`config.mk`:
```
export PLATFORM = sky130hd
export DESIGN_NAME = divider_8_ctrl_flat
export DESIGN_NICKNAME = d
export VERILOG_FILES = /design/src/rtl/divider_8_ctrl_if.sv /design/src/rtl/divider_8_ctrl.sv /design/src/flat_wrapper.sv
export SDC_FILE = /design/constraint.sdc
export NUM_CORES = 1
export LEC_CHECK = 0
export ABC_CLOCK_PERIOD_IN_PS = 3600
export BUFFER_PORTS_ARGS = -buffer_cell sky130_fd_sc_hd__clkbuf_2
export CELL_PAD_IN_SITES_DETAIL_PLACEMENT = 0
export CELL_PAD_IN_SITES_GLOBAL_PLACEMENT = 2
export CORE_UTILIZATION = 40
export CTS_BUF_LIST = sky130_fd_sc_hd__clkbuf_8
export DETAILED_ROUTE_END_ITERATION = 16
export PLACE_DENSITY = 0.91
export REMOVE_ABC_BUFFERS = 1
export SLEW_MARGIN = 0
export SYNTH_ARGS = -nofsm -noshare
export SYNTH_HDL_FRONTEND = slang
export SYNTH_SLANG_ARGS = --single-unit
```
`constraint.sdc`:
```
create_clock -name Clk -period 3.6 [get_ports Clk]
set_input_delay 0.36 -clock Clk [delete_from_list [all_inputs] [get_ports Clk]]
set_output_delay 0.36 -clock Clk [all_outputs]
set_load 0.005 [all_outputs]
```
`src/rtl/divider_8_ctrl_if.sv`:
```
// divider_8_ctrl_if: operand, button and result bundle for the 8-bit
// divide sequencer. The master drives the dividend/divisor switches and
// the Start/Ack levels; the slave (the sequencer) returns the result and
// its one-hot state indicators.
interface divider_8_ctrl_if;
    logic [7:0] Xin;
    logic [7:0] Yin;
    logic       Start;
    logic       Ack;
    logic [7:0] Quotient;
    logic [7:0] Remainder;
    logic       Done;
    logic       Qi;
    logic       Qc;
    logic       Qd;
    logic       DivZero;

    modport master (
        output Xin, Yin, Start, Ack,
        input  Quotient, Remainder, Done, Qi, Qc, Qd, DivZero
    );

    modport slave (
        input  Xin, Yin, Start, Ack,
        output Quotient, Remainder, Done, Qi, Qc, Qd, DivZero
    );
endinterface

```
`src/rtl/divider_8_ctrl.sv`:
```
// divider_8_ctrl: one-hot QI/QC/QD sequencer around a restoring
// shift-subtract datapath computing an 8-bit unsigned quotient and
// remainder in 8 compute cycles. The result is held in QD until Ack.
// Optional feature: define DIVIDER_ZERO_CHECK_EN to short-circuit a zero
// divisor straight to QD with Quotient = 8'hFF, Remainder = Xin and the
// DivZero flag raised. Without it DivZero is tied low and a zero divisor
// simply runs the normal 8 steps.
module divider_8_ctrl (
    input  logic              Clk,
    input  logic              Reset,
    divider_8_ctrl_if.slave   bus
);

    typedef enum logic [2:0] {
        QI = 3'b001,
        QC = 3'b010,
        QD = 3'b100
    } state_t;

    state_t      r_state;
    state_t      w_state_nxt;

    logic [7:0]  r_x;
    logic [7:0]  r_y;
    logic [8:0]  r_r;
    logic [7:0]  r_q;
    logic [2:0]  r_count;
    logic [7:0]  r_quotient;
    logic [7:0]  r_remainder;

    logic [7:0]  w_x_nxt;
    logic [7:0]  w_y_nxt;
    logic [8:0]  w_r_nxt;
    logic [7:0]  w_q_nxt;
    logic [2:0]  w_count_nxt;
    logic [7:0]  w_quotient_nxt;
    logic [7:0]  w_remainder_nxt;

    logic [8:0]  w_t;
    logic        w_ge;
    logic [8:0]  w_r_step;
    logic [7:0]  w_q_step;

`ifdef DIVIDER_ZERO_CHECK_EN
    logic        r_divzero;
    logic        w_divzero_nxt;
`endif

    // One restoring step: shift the next dividend bit into the partial
    // remainder and subtract the divisor when it fits. R[8] is always clear
    // after a step (R < Y); folding it into the compare keeps it live
    // without changing the result.
    always_comb begin
        w_t      = {r_r[7:0], r_x[7]};
        w_ge     = r_r[8] | (w_t >= {1'b0, r_y});
        w_r_step = w_ge ? (w_t - {1'b0, r_y}) : w_t;
        w_q_step = {r_q[6:0], w_ge};
    end

    // State register and datapath registers.
    always_ff @(posedge Clk or posedge Reset) begin
        if (Reset) begin
            r_state     <= QI;
            r_x         <= '0;
            r_y         <= '0;
            r_r         <= '0;
            r_q         <= '0;
            r_count     <= '0;
            r_quotient  <= '0;
            r_remainder <= '0;
`ifdef DIVIDER_ZERO_CHECK_EN
            r_divzero   <= 1'b0;
`endif
        end else begin
            r_state     <= w_state_nxt;
            r_x         <= w_x_nxt;
            r_y         <= w_y_nxt;
            r_r         <= w_r_nxt;
            r_q         <= w_q_nxt;
            r_count     <= w_count_nxt;
            r_quotient  <= w_quotient_nxt;
            r_remainder <= w_remainder_nxt;
`ifdef DIVIDER_ZERO_CHECK_EN
            r_divzero   <= w_divzero_nxt;
`endif
        end
    end

    // Next-state and next-datapath logic; everything holds by default.
    always_comb begin
        w_state_nxt     = r_state;
        w_x_nxt         = r_x;
        w_y_nxt         = r_y;
        w_r_nxt         = r_r;
        w_q_nxt         = r_q;
        w_count_nxt     = r_count;
        w_quotient_nxt  = r_quotient;
        w_remainder_nxt = r_remainder;
`ifdef DIVIDER_ZERO_CHECK_EN
        w_divzero_nxt   = r_divzero;
`endif
        unique case (r_state)
            QI: begin
                if (bus.Start) begin
`ifdef DIVIDER_ZERO_CHECK_EN
                    if (bus.Yin == 8'h00) begin
                        w_quotient_nxt  = 8'hFF;
                        w_remainder_nxt = bus.Xin;
                        w_divzero_nxt   = 1'b1;
                        w_state_nxt     = QD;
                    end else begin
                        w_x_nxt       = bus.Xin;
                        w_y_nxt       = bus.Yin;
                        w_r_nxt       = '0;
                        w_q_nxt       = '0;
                        w_count_nxt   = '0;
                        w_divzero_nxt = 1'b0;
                        w_state_nxt   = QC;
                    end
`else
                    w_x_nxt     = bus.Xin;
                    w_y_nxt     = bus.Yin;
                    w_r_nxt     = '0;
                    w_q_nxt     = '0;
                    w_count_nxt = '0;
                    w_state_nxt = QC;
`endif
                end
            end
            QC: begin
                w_x_nxt     = {r_x[6:0], 1'b0};
                w_r_nxt     = w_r_step;
                w_q_nxt     = w_q_step;
                w_count_nxt = r_count + 3'd1;
                if (r_count == 3'd7) begin
                    w_quotient_nxt  = w_q_step;
                    w_remainder_nxt = w_r_step[7:0];
                    w_state_nxt     = QD;
                end
            end
            QD: begin
                if (bus.Ack) begin
                    w_state_nxt = QI;
                end
            end
            default: begin
                w_state_nxt = QI;
            end
        endcase
    end

    // Registered results and decoded one-hot indicators.
    always_comb begin
        bus.Quotient  = r_quotient;
        bus.Remainder = r_remainder;
        bus.Qi        = (r_state == QI);
        bus.Qc        = (r_state == QC);
        bus.Qd        = (r_state == QD);
        bus.Done      = (r_state == QD);
`ifdef DIVIDER_ZERO_CHECK_EN
        bus.DivZero   = r_divzero;
`else
        bus.DivZero   = 1'b0;
`endif
    end

endmodule

```
`src/flat_wrapper.sv`:
```
// flat-port wrapper written by rule: the top's interface ports become plain ports
module divider_8_ctrl_flat 
  (Clk, Reset, bus_Xin, bus_Yin, bus_Start, bus_Ack, bus_Quotient, bus_Remainder, bus_Done, bus_Qi, bus_Qc, bus_Qd, bus_DivZero);
  divider_8_ctrl_if bus_i ();
  input  logic Clk;
  input  logic Reset;
  input wire logic [$bits(bus_i.Xin)-1:0] bus_Xin;
  input wire logic [$bits(bus_i.Yin)-1:0] bus_Yin;
  input wire logic [$bits(bus_i.Start)-1:0] bus_Start;
  input wire logic [$bits(bus_i.Ack)-1:0] bus_Ack;
  output wire logic [$bits(bus_i.Quotient)-1:0] bus_Quotient;
  output wire logic [$bits(bus_i.Remainder)-1:0] bus_Remainder;
  output wire logic [$bits(bus_i.Done)-1:0] bus_Done;
  output wire logic [$bits(bus_i.Qi)-1:0] bus_Qi;
  output wire logic [$bits(bus_i.Qc)-1:0] bus_Qc;
  output wire logic [$bits(bus_i.Qd)-1:0] bus_Qd;
  output wire logic [$bits(bus_i.DivZero)-1:0] bus_DivZero;
  assign bus_i.Xin = bus_Xin;
  assign bus_i.Yin = bus_Yin;
  assign bus_i.Start = bus_Start;
  assign bus_i.Ack = bus_Ack;
  assign bus_Quotient = bus_i.Quotient;
  assign bus_Remainder = bus_i.Remainder;
  assign bus_Done = bus_i.Done;
  assign bus_Qi = bus_i.Qi;
  assign bus_Qc = bus_i.Qc;
  assign bus_Qd = bus_i.Qd;
  assign bus_DivZero = bus_i.DivZero;
  divider_8_ctrl u_core (.Clk(Clk), .Reset(Reset), .bus(bus_i));
endmodule
```
## After elaboration in Yosys (flattened, before gate mapping)

Cells that the tools add are included.
Widths: inputs -> output; s select.

| storage, ports and cells | value |
|---|---|
| bits in latches | 0 |
| memories kept | 0 |
| output and inout bits | 21 |
| memory bits (writable) | 0 |
| memory bits (read-only) | 0 |
| bits in registers | 54 |

| cells by class | value |
|---|---|
| reductions and logical operators | 5 |
| bitwise operators | 1 |
| div/mod/pow operators | 0 |
| muxes and demuxes | 13 |
| $mul | 0 |
| equal/unequal tests | 7 |
| $lt $le $gt $ge | 1 |
| $add $sub $neg | 2 |
| shift operators | 0 |

Operators with widths:

| operator | count |
|---|---|
| $mux 9 | 2 |
| $pmux 9 s2 | 1 |
| $pmux 8 s2 | 1 |
| $pmux 7 s2 | 1 |
| $mux 3 | 4 |
| $ge 9x8->1 | 1 |
| $pmux 3 s3 | 1 |
| $sub 9x8->9 | 1 |
| $mux 8 | 1 |
| $mux 7 | 1 |
| $eq 3x3->1 const B | 2 |
| $pmux 3 s2 | 1 |
| $reduce_and 2->1 | 3 |
| $ne 2x2->1 const B | 2 |
| $add 3x1->3 const B | 1 |
| $eq 3x1->1 const B | 1 |
| $eq 3x2->1 const B | 1 |
| $reduce_and 3->1 | 1 |
| $ne 2x1->1 const B | 1 |
| $reduce_bool 2->1 | 1 |
| $or 1x1->1 | 1 |

## Logic depth before layout (Yosys ltp)

| logic depth | value |
|---|---|
| word-level depth | 4 |
| mapped depth | 9 |
| gate-level depth less buffers | 9 |

## Worst setup path before layout

Ideal clock, no wire load.

| path | value |
|---|---|
| path type | register to register |
| from | reg u_core.r_x[7] |
| to | reg u_core.r_r[8] |
| period minus slack after synthesis | 2,124 ps |
| cell stages (with the launch flop) | 10 |
| data required time | 3,478 ps |
| arrival | 2,003 ps |
| path slack | 1,476 ps |
| path buffers | 0 |
| path through | dfrtp_1 > inv_1 > ha_1 > inv_1 > fa_1 > a211oi_1 > nor2_1 > o41ai_2 > xor2_1 > a32o_1 |

| between the ends | value |
|---|---|
| cells in the longest elaborated chain, start to end | 4 |

Ends and longest elaborated chain:

| item | line | source |
|---|---|---|
| from (decl) | divider_8_ctrl.sv:23 | `logic [7:0] r_x;` |
| from (signal assigned) | divider_8_ctrl.sv:76 | `r_x <= w_x_nxt;` |
| $ge 9x8->1 | divider_8_ctrl.sv:55 | `w_ge = r_r[8] \| (w_t >= {1'b0, r_y});` |
| $or 1x1->1 | divider_8_ctrl.sv:55 |  |
| $mux 9 (*) | divider_8_ctrl.sv:56 | `w_r_step = w_ge ? (w_t - {1'b0, r_y}) : w_t;` |
| $pmux 9 s2 (*) | divider_8_ctrl.sv:102 | `unique case (r_state)` |
| to (signal assigned) | divider_8_ctrl.sv:78 | `r_r <= w_r_nxt;` |
| to (decl) | divider_8_ctrl.sv:25 | `logic [8:0] r_r;` |

Mark *: on every way between the ends. The rest lies on a longest branch, timed or not.
A chain may end at the register's enable or synchronous reset.

## Final worst setup path

| path | value |
|---|---|
| from | reg u_core.r_x[7] |
| to | reg u_core.r_remainder[6] (netlist: u_core.bus.Remainder[6]) |

| between the ends | value |
|---|---|
| cells in the longest elaborated chain, start to end | 3 |

Ends and longest elaborated chain:

| item | line | source |
|---|---|---|
| $ge 9x8->1 | divider_8_ctrl.sv:55 |  |
| $or 1x1->1 | divider_8_ctrl.sv:55 |  |
| $mux 9 (*) | divider_8_ctrl.sv:56 |  |
| to (signal assigned) | divider_8_ctrl.sv:82 | `r_remainder <= w_remainder_nxt;` |
| to (decl) | divider_8_ctrl.sv:29 | `logic [7:0] r_remainder;` |

Marks and branches as above.

==> flow_metrics.tcl <==
set metrics [dict create \
    run_status "completed" \
    fmax_mhz 430 \
    start_kind "flop" \
    wl_um 6060 \
    die_h_um 86.3 \
    yosysTopAreaCellShare_pct 46.6 \
    worstPathCellList "inv_1 > ha_1 > inv_1 > fa_1 > a211oi_1 > nor2_1 > o311ai_0 > o21ai_1 > a21oi_1" \
    ir_drop_mv 0.283 \
    core_area_sq_um 6830 \
    ys_ff_latch 54 \
    yosys.area.top_type "dfrtp_1" \
    fin_crit_sh_pct 64.5 \
    max_stage_delay_ps 430 \
    crit_top_cell "inv_1" \
    cp-end-kind "flop" \
    power_density_nw_per_um2 807 \
    r2r_cells 9 \
    port_buffers 39 \
    cts.clk_slew.worst_paths_ps 120 \
    worstSetupPathType "reg2reg" \
    cts_hold_buf 0 \
    timing.critical_path.from "u_core.r_x[7]" \
    wl_per_cell_um 14.5 \
    synthTopCellsByArea "dfrtp_1, nand2_1, ha_1" \
    syn-cell-area_sq_um 2840 \
    first_global_vias 2029 \
    reg2reg_slack_ps 1280 \
    crit_slowest_cell "dfrtp_1" \
    async_flop_share_pct 100 \
    path_buf_inv 2 \
    start_util_pct 41.6 \
    timing.rr.start "u_core.r_x[7]" \
    via_per_inst 5.22 \
    syn_avg_cell_area_sq_um 9.84 \
    worst_pin_slew_ps 1050 \
    finish.utilization_pct 46.5 \
    area_growth_pct 11.6 \
    synth-seq-area-share_pct 47.6 \
    multi_input_area_sq_um 1340 \
    cts_buffer_depth 2 \
    synth_edf_count 0 \
    fin_tns_setup_ps 0 \
    critPathMaxFanout 4 \
    rsz0062_at_grt "no" \
    cts-root-buf "clkbuf_8" \
    hold_class "in2reg" \
    cp_top_family "compound AO/OA/AOI/OAI gates" \
    grt_use_total_pct 17.6 \
    worstPathArrival_ps 2570 \
    drc 0 \
    grt_max_degree 51 \
    max_cap_violations 0 \
    drive_above_1_share_pct 21.2 \
    setup_viol 0 \
    rr_endpoint "u_core.bus.Remainder[6]" \
    die_area_sq_um 7450 \
    die_w_um 86.3 \
    drtIter0Drc 119 \
    ioPinCount 41 \
    vias 2176 \
    ys_types 63 \
    fill_cells 699 \
    dr.pass1.iters 4 \
    final_max_slew_viol_count 0 \
    cts_sinks 54 \
    hold_viol 0 \
    required_ps 3850 \
    yosys_warnings 0 \
    cts_tree "done" \
    overflow 0 \
    hpwl_um 4170 \
    n_antenna_cell 0 \
    htreeDepth 2 \
    clk_latency_ps 320 \
    antenna_left 0 \
    ys.flop_type "dfrtp_1" \
    antenna_found_initial 0 \
    crit_end "u_core.bus.Remainder[6]" \
    register_area_sq_um 1350 \
    cts_buffers 5 \
    path_depth 9 \
    synthCells 289 \
    finish.net_count 351 \
    p_leak_nw 1.49 \
    min_period_ps 2320 \
    finalClockSkew_ps 11.1 \
    placementRows 30 \
    grt_pass1_wl_um 10100 \
    post_cts_buffers 0 \
    gp_congestion 0.876 \
    synthTopCellsByCount "nand2_1, dfrtp_1, o21ai_0" \
    slew_headroom_pct 29.9 \
    cts_resized 0 \
    yosysMostFrequentCell "nand2_1" \
]
[worst reg2reg max path: stages, from the launching register on]
cell and delay (ps):
dfrtp_1 430, inv_1 60, ha_1 160, inv_1 60, fa_1 390, a211oi_1 340, nor2_1 150, o311ai_0 360
o21ai_1 150, a21oi_1 140
[sequential cells by signal, summed over array words and instances (netlist names)]
| name | flops |
|---|---|
| u_core.r_r | 9 |
| u_core.r_x | 8 |
| u_core.r_y | 8 |
| u_core.bus.Quotient | 8 |
| u_core.bus.Remainder | 8 |
| u_core.r_count | 3 |
| u_core.r_q | 7 |
| u_core.r_state | 3 |
[through the flow]
step	hold slack, ps	worst slack, ps	cells	total power [mW]	cell area (sq um)
floorplan	440	1480	271	1.88	2740
global placement	457	1340	409	2.19	3080
detailed placement	463	1300	409	2.20	3080
CTS	229	1280	417	2.58	3170
global route	224	1030	417	2.77	3170
finish	229	1280	417	2.56	3170
[worst min-delay path by stage]
| stage | start | slack (ps) | cells past startpoint | end |
|---|---|---|---|---|
| 6_report | bus_Yin[1] | 230 | 3 | u_core.r_y[1] |
| 5_1_grt | bus_Yin[1] | 220 | 3 | u_core.r_y[1] |
| 4_1_cts | bus_Yin[3] | 230 | 3 | u_core.r_y[3] |
| 3_5_place_dp | u_core.bus.Quotient[3] | 460 | 2 | u_core.bus.Quotient[3] |
| 3_3_place_gp | u_core.bus.Quotient[4] | 460 | 2 | u_core.bus.Quotient[4] |
| 2_1_floorplan | u_core.r_q[6] | 440 | 2 | u_core.bus.Quotient[7] |
[routing by layer]
| metal | vias up | global-route usage, % | routed length (um) |
|---|---|---|---|
| met5 | - | 0 | 0 |
| met4 | 0 | 5.00 | 97 |
| met3 | 8 | 3.71 | 258 |
| met2 | 56 | 26.6 | 2830 |
| met1 | 1031 | 25.5 | 2880 |
| li1 | 1081 | - | - |
[placed cells by master (no fill, tap or decap), drive strengths merged, types with 2 or more instances in the layout]
| master | n |
|---|---|
| inv | 14 |
| and2 | 3 |
| ha | 10 |
| nor3b | 2 |
| nor3 | 2 |
| mux2i | 8 |
| a21oi | 7 |
| clkbuf | 44 |
| o21ai | 24 |
| nor2b | 5 |
| o31ai | 5 |
| dfrtp | 53 |
| nor2 | 14 |
| nand2 | 56 |
| or2 | 2 |
| a21boi | 2 |
| a21o | 6 |
| xnor2 | 2 |
| nand4 | 5 |
| nand2b | 3 |
| o311ai | 3 |
| a32o | 2 |
| a22o | 8 |
| a31oi | 3 |
| o211ai | 7 |
| a211oi | 2 |
| buf | 3 |
| nand3 | 2 |
[logic make-up after synthesis]
group,count (synthesis),synth area share [%]
other,1,0.132
buffers and inverters,30,5.37
AND/OR/NAND/NOR,101,17.3
multiplexers,9,3.21
AO/OA/AOI/OAI,80,20.4
XOR/XNOR,3,0.924
flip-flops,54,47.6
adder cells (fa/ha/maj),11,5.10
[power breakdown]
| group | total (mW) | internal [mW] | switching [mW] |
|---|---|---|---|
| clock network | 0.378 | 0.146 | 0.232 |
| logic | 1.31 | 0.518 | 0.796 |
| registers | 0.870 | 0.763 | 0.107 |
[area by class of cell]
cell class,count,share of cell area (%)
clock inverters,3,0.907
clock buffers,5,2.17
multi-input cells,205,42.3
flip-flops and latches,54,42.6
well taps,96,3.78
inverters,12,1.42
repair buffers,42,6.86
(Power assumes the default switching activity.)
